[src/rtl/regfile_access_arbiter.sv]
// Shares register-file read port 1 and the write port between the core pipeline
// and a debug engine that bulk-dumps or bulk-loads r0..r(NREG-1) over valid/ready streams.
module regfile_access_arbiter #(
    parameter int NREG         = 16,
    parameter int AW           = 4,
    parameter int DW           = 16,
    parameter int STARVE_LIMIT = 8
) (
    input  logic          clk,
    input  logic          rst,
    input  logic          core_rd_en,
    input  logic [AW-1:0] core_src1,
    input  logic [AW-1:0] core_src2,
    input  logic          core_wr_en,
    input  logic [AW-1:0] core_dst,
    input  logic [DW-1:0] core_wr_data,
    output logic          core_stall,
    output logic [AW-1:0] rf_src1,
    output logic [AW-1:0] rf_src2,
    input  logic [DW-1:0] rf_rd_data1,
    output logic [AW-1:0] rf_dst,
    output logic          rf_wr_en,
    output logic [DW-1:0] rf_wr_data,
    input  logic          dbg_cmd_valid,
    output logic          dbg_cmd_ready,
    input  logic          dbg_cmd_op,
    input  logic [DW-1:0] dbg_load_data,
    input  logic          dbg_load_valid,
    output logic          dbg_load_ready,
    output logic [DW-1:0] dbg_dump_data,
    output logic [AW-1:0] dbg_dump_idx,
    output logic          dbg_dump_valid,
    input  logic          dbg_dump_ready,
    output logic          dbg_busy,
    output logic          dbg_done
);
    localparam int CW = $clog2(STARVE_LIMIT + 1);

    typedef enum logic [1:0] {S_IDLE, S_DUMP_RD, S_DUMP_HOLD, S_LOAD} state_t;

    state_t        r_state, w_next;
    logic [AW-1:0] r_idx;
    logic [CW-1:0] r_wait;
    logic [DW-1:0] r_dump_data;
    logic [AW-1:0] r_dump_idx;
    logic          r_dump_valid;
    logic          r_done;

    logic w_pending, w_stall, w_rd_gnt, w_wr_gnt, w_last, w_dump_hs;

    assign w_pending = (r_state == S_DUMP_RD) || ((r_state == S_LOAD) && dbg_load_valid);
    assign w_stall   = w_pending && (r_wait == CW'(STARVE_LIMIT));
    // Grants only ever take a port from the core when it is idle or being stalled.
    assign w_rd_gnt  = (r_state == S_DUMP_RD) && (!core_rd_en || w_stall);
    assign w_wr_gnt  = (r_state == S_LOAD) && dbg_load_valid && (!core_wr_en || w_stall);
    assign w_last    = (r_idx == AW'(NREG - 1));
    assign w_dump_hs = (r_state == S_DUMP_HOLD) && r_dump_valid && dbg_dump_ready;

    always_comb begin
        w_next = r_state;
        case (r_state)
            S_IDLE:      if (dbg_cmd_valid) w_next = dbg_cmd_op ? S_LOAD : S_DUMP_RD;
            S_DUMP_RD:   if (w_rd_gnt) w_next = S_DUMP_HOLD;
            S_DUMP_HOLD: if (w_dump_hs) w_next = w_last ? S_IDLE : S_DUMP_RD;
            S_LOAD:      if (w_wr_gnt && w_last) w_next = S_IDLE;
            default:     w_next = S_IDLE;
        endcase
    end

    always_ff @(posedge clk or posedge rst) begin
        if (rst) r_state <= S_IDLE;
        else     r_state <= w_next;
    end

    always_ff @(posedge clk or posedge rst) begin
        if (rst) begin
            r_idx <= '0;
        end else if (r_state == S_IDLE && dbg_cmd_valid) begin
            r_idx <= '0;
        end else if ((w_dump_hs || w_wr_gnt) && !w_last) begin
            r_idx <= r_idx + AW'(1);
        end
    end

    // Counts consecutive denied pending cycles; saturation is what raises core_stall.
    always_ff @(posedge clk or posedge rst) begin
        if (rst) begin
            r_wait <= '0;
        end else if (!w_pending || w_rd_gnt || w_wr_gnt) begin
            r_wait <= '0;
        end else if (r_wait != CW'(STARVE_LIMIT)) begin
            r_wait <= r_wait + CW'(1);
        end
    end

    always_ff @(posedge clk or posedge rst) begin
        if (rst) begin
            r_dump_data  <= '0;
            r_dump_idx   <= '0;
            r_dump_valid <= 1'b0;
            r_done       <= 1'b0;
        end else begin
            if (w_rd_gnt) begin
                r_dump_data  <= rf_rd_data1;
                r_dump_idx   <= r_idx;
                r_dump_valid <= 1'b1;
            end else if (w_dump_hs) begin
                r_dump_valid <= 1'b0;
            end
            r_done <= (w_dump_hs || w_wr_gnt) && w_last;
        end
    end

    assign core_stall     = w_stall;
    assign rf_src1        = w_rd_gnt ? r_idx : core_src1;
    assign rf_src2        = core_src2;
    assign rf_dst         = w_wr_gnt ? r_idx : core_dst;
    assign rf_wr_data     = w_wr_gnt ? dbg_load_data : core_wr_data;
    assign rf_wr_en       = w_wr_gnt || (core_wr_en && !w_stall);
    assign dbg_load_ready = w_wr_gnt;
    assign dbg_cmd_ready  = (r_state == S_IDLE);
    assign dbg_busy       = (r_state != S_IDLE);
    assign dbg_dump_data  = r_dump_data;
    assign dbg_dump_idx   = r_dump_idx;
    assign dbg_dump_valid = r_dump_valid;
    assign dbg_done       = r_done;

endmodule

[config.mk]
export PLATFORM = sky130hd
export DESIGN_NAME = regfile_access_arbiter
export DESIGN_NICKNAME = d
export VERILOG_FILES = /design/src/rtl/regfile_access_arbiter.sv
export SDC_FILE = /design/constraint.sdc
export NUM_CORES = 1
export LEC_CHECK = 0
export CORE_UTILIZATION = 55
export CTS_CLUSTER_DIAMETER = 150
export DETAILED_ROUTE_END_ITERATION = 12
export DONT_BUFFER_PORTS = 1
export PLACE_DENSITY_LB_ADDON = 0.15
export SETUP_SLACK_MARGIN = 0.2
export SLEW_MARGIN = 20
export SYNTH_ARGS = -nofsm -noshare
export SYNTH_HDL_FRONTEND = slang
export SYNTH_SLANG_ARGS = --single-unit
[constraint.sdc]
create_clock -name clk -period 4.69 [get_ports clk]
set_clock_uncertainty 0.15 [all_clocks]
set_input_delay 0.7035 -clock clk [delete_from_list [all_inputs] [get_ports clk]]
set_output_delay 0.7035 -clock clk [all_outputs]
set_load 0.1 [all_outputs]
After elaboration in Yosys (flattened, before gate mapping)
Index checks and enable logic that the tools add are counted.
W data, S select, Z words.
Storage, ports and cells
  logic and storage cells: 64
  register bits: 32
Cells by class
  equal/unequal tests: 10
  add/subtract/negate cells: 2
  reductions and logical operators: 29
  muxes and demuxes: 16
Operator list (number)
  $mux W4: 6
  $mux W16: 1
  $logic_and A1 B1 Y1: 11
  $mux W2: 5
  $add A4 B1 Y4 const B: 2
  $eq A4 B4 Y1 const B: 2
  $pmux W2 S4: 1
  $reduce_bool A2 Y1: 4
  $logic_or A1 B1 Y1: 7
  $ne A2 B2 Y1 const B: 3
  $logic_not A1 Y1: 5
  $eq A2 B2 Y1 const B: 2
  $ne A4 B4 Y1 const B: 1
  $reduce_and A4 Y1: 1
  $mux W1: 3
  $eq A2 B1 Y1 const B: 1
  $logic_not A2 Y1: 1
  $ne A2 B1 Y1 const B: 1

Logic depth before layout (Yosys ltp)
Gate-level depths: netlist of the first run.
  depth after elaboration: 10
  mapped depth: 7
  depth with buffers taken out: 6

Worst setup path after synthesis of the first run
Ideal clock, no wire load.
  kind: register to output
  from: register r_wait[0]
  to: output rf_wr_en
  buffers on the path: 0
  arrival: 3156 ps
  slack: 681 ps
  data required time: 3837 ps
  stages on the path, launching flop included: 6
  cells stage by stage: dfrtp_1 inv_1 ha_1 nand3b_4 nor2_1 o21bai_1
Between the ends
  cells in the longest elaborated chain, start to end: 5
  elaborated cells on any way between the ends: 7
RTL lines
  from (decl): RTL line 43  | logic [CW-1:0] r_wait;
  from (signal assigned): RTL line 92  | r_wait <= r_wait + CW'(1);
  $eq A4 B4 Y1 (*): RTL line 52  | assign w_stall = w_pending && (r_wait == CW'(STARVE_LIMIT));
  $logic_and A1 B1 Y1 (*): RTL line 52
  named net core_stall: RTL line 17  | output logic core_stall,
  $logic_or A1 B1 Y1 or $logic_not A1 Y1 (tied branches): RTL line 55, 119
  $logic_and A1 B1 Y1 (on tied branches): RTL line 55, 119
  $logic_or A1 B1 Y1 (*): RTL line 119  | assign rf_wr_en = w_wr_gnt || (core_wr_en && !w_stall);
  to (decl): RTL line 22  | output logic rf_wr_en,
The timed path passes the listed nets; every way through them passes the cells marked *.

Worst setup path in the final report of the first run
  from: register r_wait[0]
  to: output rf_src1[2]
Between the ends
  cells in the longest elaborated chain, start to end: 5
RTL lines
  $eq A4 B4 Y1: RTL line 52
  $logic_and A1 B1 Y1: RTL line 52
  $logic_or A1 B1 Y1: RTL line 54  | assign w_rd_gnt = (r_state == S_DUMP_RD) && (!core_rd_en || w_stall);
  $logic_and A1 B1 Y1: RTL line 54
  $mux W4: RTL line 115  | assign rf_src1 = w_rd_gnt ? r_idx : core_src1;
  to (decl): RTL line 18  | output logic [AW-1:0] rf_src1,
Every way passes these cells.

==> summary.txt, run 1 <==
Global routing
  • Initial antenna violation count: 0
  • Gr ovfl total: 0
  • GRT Util Overall: 0.215
  • Number of global-route vias before repair: 1126
  • Largest net degree at the start of global routing: 27
  • First-pass GRT wire length: approximately 5300 um

Timing
  • Fmax: 295 MHz
  • Final setup violation count: 0
  • Final Cycle Share: 0.723
  • Final setup TNS: 0 ns
  • Fin crit period: 3.39 ns
  • Tightest Pin Transition: 1.08 ns
  • Final hold vios: 0
  • Slew HR: 0.278
  • Max-slew violation count: 0
  • RSZ-0062 raised after global routing: false

Clock network
  • Root buf cell: clkbuf_4
  • Quantity of gates resized following cts: 0
  • Setup Fix Bufs, Post-CTS: 0
  • CTS Buf Count: 5
  • Max clock buf depth: 2
  • TritonCTS clock tree: yes
  • Clock sinks: 32
  • H-tree depth: 2
  • Clk slew on worst S/H paths: 0.09 ns
  • Hold Buf Count CTS: 0
  • Clock Latency Late Sink: 0.33 ns

Worst setup path
  • Worst Setup Start Kind: register
  • R2R Path Start: r_wait[0]
  • CP arrival: 2.54 ns
  • CP Capture Type: output port
  • RR Endpoint: dbg_dump_data[4]
  • Kind of critical path: register to output port
  • Critical Path Fanout Max: 17
  • R2R Setup Slk: 2.20 ns
  • Worst r2r path cells: 6
  • CP required: ~3.8 ns

Routing
  • ANT nets after route: 0
  • Via count of the routed design: 1149
  • Met3 Wirelength: 384 um
  • Vias/cell: ~6.0
  • Wire per inst: 19.5 um
  • Met2 wire len: 1980 um
  • Post-Route WL: 3740 um
  • DRC viols: 0
  • Initial DRC count: 39
  • Metal1 wirelength: 1340 um
  • Drt first pass iters: 4
  • Top Metal Used: met4

Synth
  • Post-synthesis instance area: 1780 um^2
  • Post-synth EDFFs: 0
  • Synth Net Count: 216
  • Mean Syn Cell Area: roughly 12 um^2
  • Async SR Flop Fraction: 1.00
  • Post-Syn Instances: roughly 150
  • Commonest cells in the netlist: 42 x mux2_2, 32 x dfrtp_1, 9 x inv_1, 8 x nand2_1, 8 x nor2_1
  • Post-synth top flop: dfrtp_1
  • Post-synthesis sequential area ratio: 0.451
  • Count leader, synth: mux2_2
  • Top cells by area, synth: dfrtp_1 45%, mux2_2 27%, buf_4 2.5%
  • Synth unique cells: 32
  • Yosys warns: 0
  • Flops & latches, synth: 32
  • Leading area contributor after synthesis: dfrtp_1
  • Post-synth top area share: 0.451

Layout
  • Area Overhead vs Synth: 4.02%
  • Fill count: 272
  • Fraction of layout cells with a size suffix above 1: 0.412
  • Diode count: 0
  • Post-layout net count: 219

Placed design
  • Detail Placement HPWL: slightly below 3000 um
  • Gpl congestion: ~0.8
  • PortBufs: 0

Job
  • Max-Cap Viols: 0

Floorplan
  • Die area: about 3500 um^2
  • Chip width: around 60 um
  • # IOs: around 120
  • Initial Utilization: 0.582
  • CORE AREA: roughly 3000 um^2
  • FP Rows: 20
  • Die Height: 58.8 um

Min path
  • HP Class: primary input to async pin

Outcome
  • Status: finished, final reports clean
state kept, by name, summed over array words and instances (netlist names):
name,flops
dbg_dump_data,16
dbg_dump_valid,1
dbg_dump_idx,4
r_state,2
r_wait,4
r_idx,4
dbg_done,1
worst max-delay path by stage:
stage,to,slack [ns],start
floorplan,rf_wr_en,0.68,r_wait[0]
detailed placement,rf_src1[2],1.61,r_wait[0]
CTS,rf_src1[2],1.24,r_wait[0]
finish,rf_src1[2],1.30,r_wait[0]
global placement,rf_src1[0],1.68,r_wait[0]
global route,rf_src1[2],1.08,r_wait[0]
cell usage in the layout (no fill, tap or decap), types with 2 or more instances in the layout:
cell type	count
mux2_2	42
dfrtp_1	32
inv_1	9
nand2_1	8
nor2_1	6
buf_4	6
o21ai_0	5
clkbuf_4	5
mux2i_1	4
ha_1	3
mux2_1	2
nand3_1	2
nor2_2	2
metal layers:
metal / global-route usage / vias to the layer above
met5: 0 / -
li1: - / 513
met3: 0.0791 / 6
met4: 0.0782 / 0
met2: 0.372 / 75
met1: 0.241 / 555
critical path, stage by stage, from the launching register on:
cell and delay, ns:
dfrtp_1 0.42, inv_1 0.07, ha_1 0.19, nand3b_4 0.15, a211oi_4 0.73, mux2_2 0.65
metrics by stage:
stage               setup slack, ns  instance area, um^2  hold slack, ns   util  std cells
floorplan                     0.681                 1780           0.301      -        145
global placement               1.68                 1800           0.313  0.590        185
detailed placement             1.61                 1800           0.338  0.590        185
CTS                            1.24                 1850          0.0316  0.605        192
global route                   1.08                 1850          0.0312  0.605        192
finish                         1.30                 1850          0.0396  0.605        192
cell type report:
class | instances | area (um^2) | area share
multi-input combinational | 94 | 866 | 0.469
sequential | 32 | 801 | 0.434
tap | 44 | 55.1 | 0.0298
timing repair buffer | 6 | 45.0 | 0.0244
clock buffer | 6 | 41.3 | 0.0224
inverter | 9 | 33.8 | 0.0183
clock inverter | 1 | 5.00 | 0.00271
kinds of logic after synthesis:
family,after synthesis,share of synthesized area
compound gates,17,0.0803
xor+xnor,2,0.00987
fa+ha+maj,3,0.0211
buf+inv,19,0.0662
flops,32,0.451
mux,48,0.302
simple gates,24,0.0698
Power of run 1 is not shown: default switching activity piles up to over one toggle a cycle in this logic, so the estimate is an artifact.
==> run 2: changes to the inputs <==
==> constraint.sdc (replaced) <==
create_clock -name clk -period 2.7 [get_ports clk]
set_clock_uncertainty 0.15 [all_clocks]
set_input_delay 0.405 -clock clk [delete_from_list [all_inputs] [get_ports clk]]
set_output_delay 0.405 -clock clk [all_outputs]
set_load 0.1 [all_outputs]
==> run 2 against run 1 <==
  * Final cell count increased by 23%
  * Clock-buffer cell count decreased by 1
  * Via count increased by 21%
  * First-iteration DRC count decreased by 18%
  * Non-clock buffer count increased by 44
  * Core utilization increased by 28 points
  * Setup slack got worse by 1.2 ns
  * Register-to-register slack got worse by 1.6 ns
  * Flip-flop and latch count unchanged
  * Die area unchanged
==> summary.txt, run 2 (synthesized netlist as in run 1, its figures left out) <==
Worst setup path
  • CP arrival: 2.09 ns
  • Critical Path Fanout Max: 6
  • CP required: 2.14 ns
  • Kind of critical path: register to output port
  • Worst Setup Start Kind: register
  • CP Capture Type: output port

Layout
  • Fraction of layout cells with a size suffix above 1: 0.565
  • Post-layout net count: between 200 and 300
  • Most frequent cells in the layout: 32 x dfrtp_1, 25 x buf_12, 24 x mux2_4, 19 x mux2_2, 17 x buf_4
  • Commonest non-fill, non-tap cell in the layout: dfrtp_1
  • Area Overhead vs Synth: 51.4%
  • Fill count: between 100 and 150
  • Diode count: 0
  • Design area: about 2700 um^2
  • Max reg flops: 16

Min path
  • HP Class: primary input to register

Floorplan
  • Die area: between 3000 and 4000 um^2
  • # IOs: 123
  • Initial Utilization: 0.582
  • CORE AREA: 3050 um^2
  • Die Height: 58.8 um
  • Chip width: 58.8 um
  • FP Rows: 20

Clock network
  • CTS Buf Count: 5
  • Root buf cell: clkbuf_4
  • Max clock buf depth: 2
  • Clk slew on worst S/H paths: 0.10 ns
  • Clock sinks: 32
  • Clock Latency Late Sink: 0.34 ns
  • H-tree depth: 2
  • TritonCTS clock tree: yes

Global routing
  • Largest net degree at the start of global routing: 19
  • Met3 GRT Util: 0.116
  • Gr ovfl total: 0
  • Met2 Use GR: 0.513
  • Number of global-route vias before repair: 1459
  • First-pass GRT wire length: 7220 um
  • Global routing usage on met1: 0.313
  • GRT Util Overall: 0.299
  • Initial antenna violation count: 0
  • Busiest grt layer: met2

Routing
  • Vias/cell: between 5 and 6
  • Initial DRC count: 32
  • Via count of the routed design: 1394
  • Drt first pass iters: 4
  • Post-Route WL: 4960 um
  • Wire per inst: ~21 um
  • DRC viols: 0
  • ANT nets after route: 0

Placed design
  • PortBufs: 0
  • Placed Area: about 2300 um^2
  • Gpl congestion: 0.722
  • Detail Placement HPWL: around 3300 um

Job
  • Max-Cap Viols: 0

Timing
  • RSZ-0062 raised after global routing: true
  • Final Cycle Share: 0.981
  • Final hold vios: 0
  • Slew HR: 0.386
  • Fmax: 378 MHz
  • Final setup violation count: 0
  • Tightest Pin Transition: ~0.92 ns
  • Worst hold slack: 0.0516 ns
  • Fin crit period: about 2.6 ns
  • Max-slew violation count: 0

Outcome
  • Status: finished, final reports clean
==> run 2: cell type report <==
class | count | area [um^2] | area share
Inverter | 9 | 33.8 | 0.0126
Multi-Input combinational cell | 94 | 973 | 0.362
Clock buffer | 5 | 37.5 | 0.0140
Clock inverter | 3 | 18.8 | 0.00698
Sequential cell | 32 | 801 | 0.298
Tap cell | 44 | 55.1 | 0.0205
Timing Repair Buffer | 50 | 769 | 0.286
==> run 2: path summary, 6_finish.rpt <==
check,slack [ns],start,endpoint,cells past startpoint
worst max-delay path,0.05,r_wait[0],rf_wr_data[9],8
worst min-delay path,0.05,rf_rd_data1[2],dbg_dump_data[2],1
worst max register to register,0.60,r_state[0],r_idx[0],8
worst min register to register,0.39,r_wait[0],r_wait[0],2
max in group asynchronous,1.35,rst,dbg_dump_idx[2],3
min in group asynchronous,0.40,rst,dbg_dump_data[4],2
==> run 2: timing repair <==
action	4_1_cts	5_1_grt
setup buffers	9	1
setup endpoints to repair	24	25
pin swaps	3	0
hold endpoints to repair	14	0
gates cloned	3	0
resized for setup	31	4
hold buffers	1	0
==> run 2: metrics by stage <==
step	std cells	worst slack (ns)	util	TNS [ns]
2_1_floorplan	145	0.156	-	0
3_3_place_gp	215	0.355	0.769	0
3_5_place_dp	215	0.324	0.769	0
4_1_cts	236	0.0952	0.873	0
5_1_grt	237	-0.0109	0.881	-0.0483
6_report	237	0.0518	0.881	0
==> run 2: critical path: stages (launching register included) <==
cell and delay [ns]:
dfrtp_1 0.39, inv_1 0.07, ha_2 0.19, nand3b_4 0.12, a21boi_4 0.19, buf_6 0.16, buf_16 0.13, mux2_4 0.32
buf_12 0.17
==> run 2: routing by layer <==
| layer | wire length (um) | share of wire |
|---|---|---|
| met1 | 1740 | 0.35 |
| met2 | 2550 | 0.51 |
| met3 | 475 | 0.096 |
| met4 | 191 | 0.039 |
| met5 | 0 | 0 |
Power of run 2 is left out for the same reason.
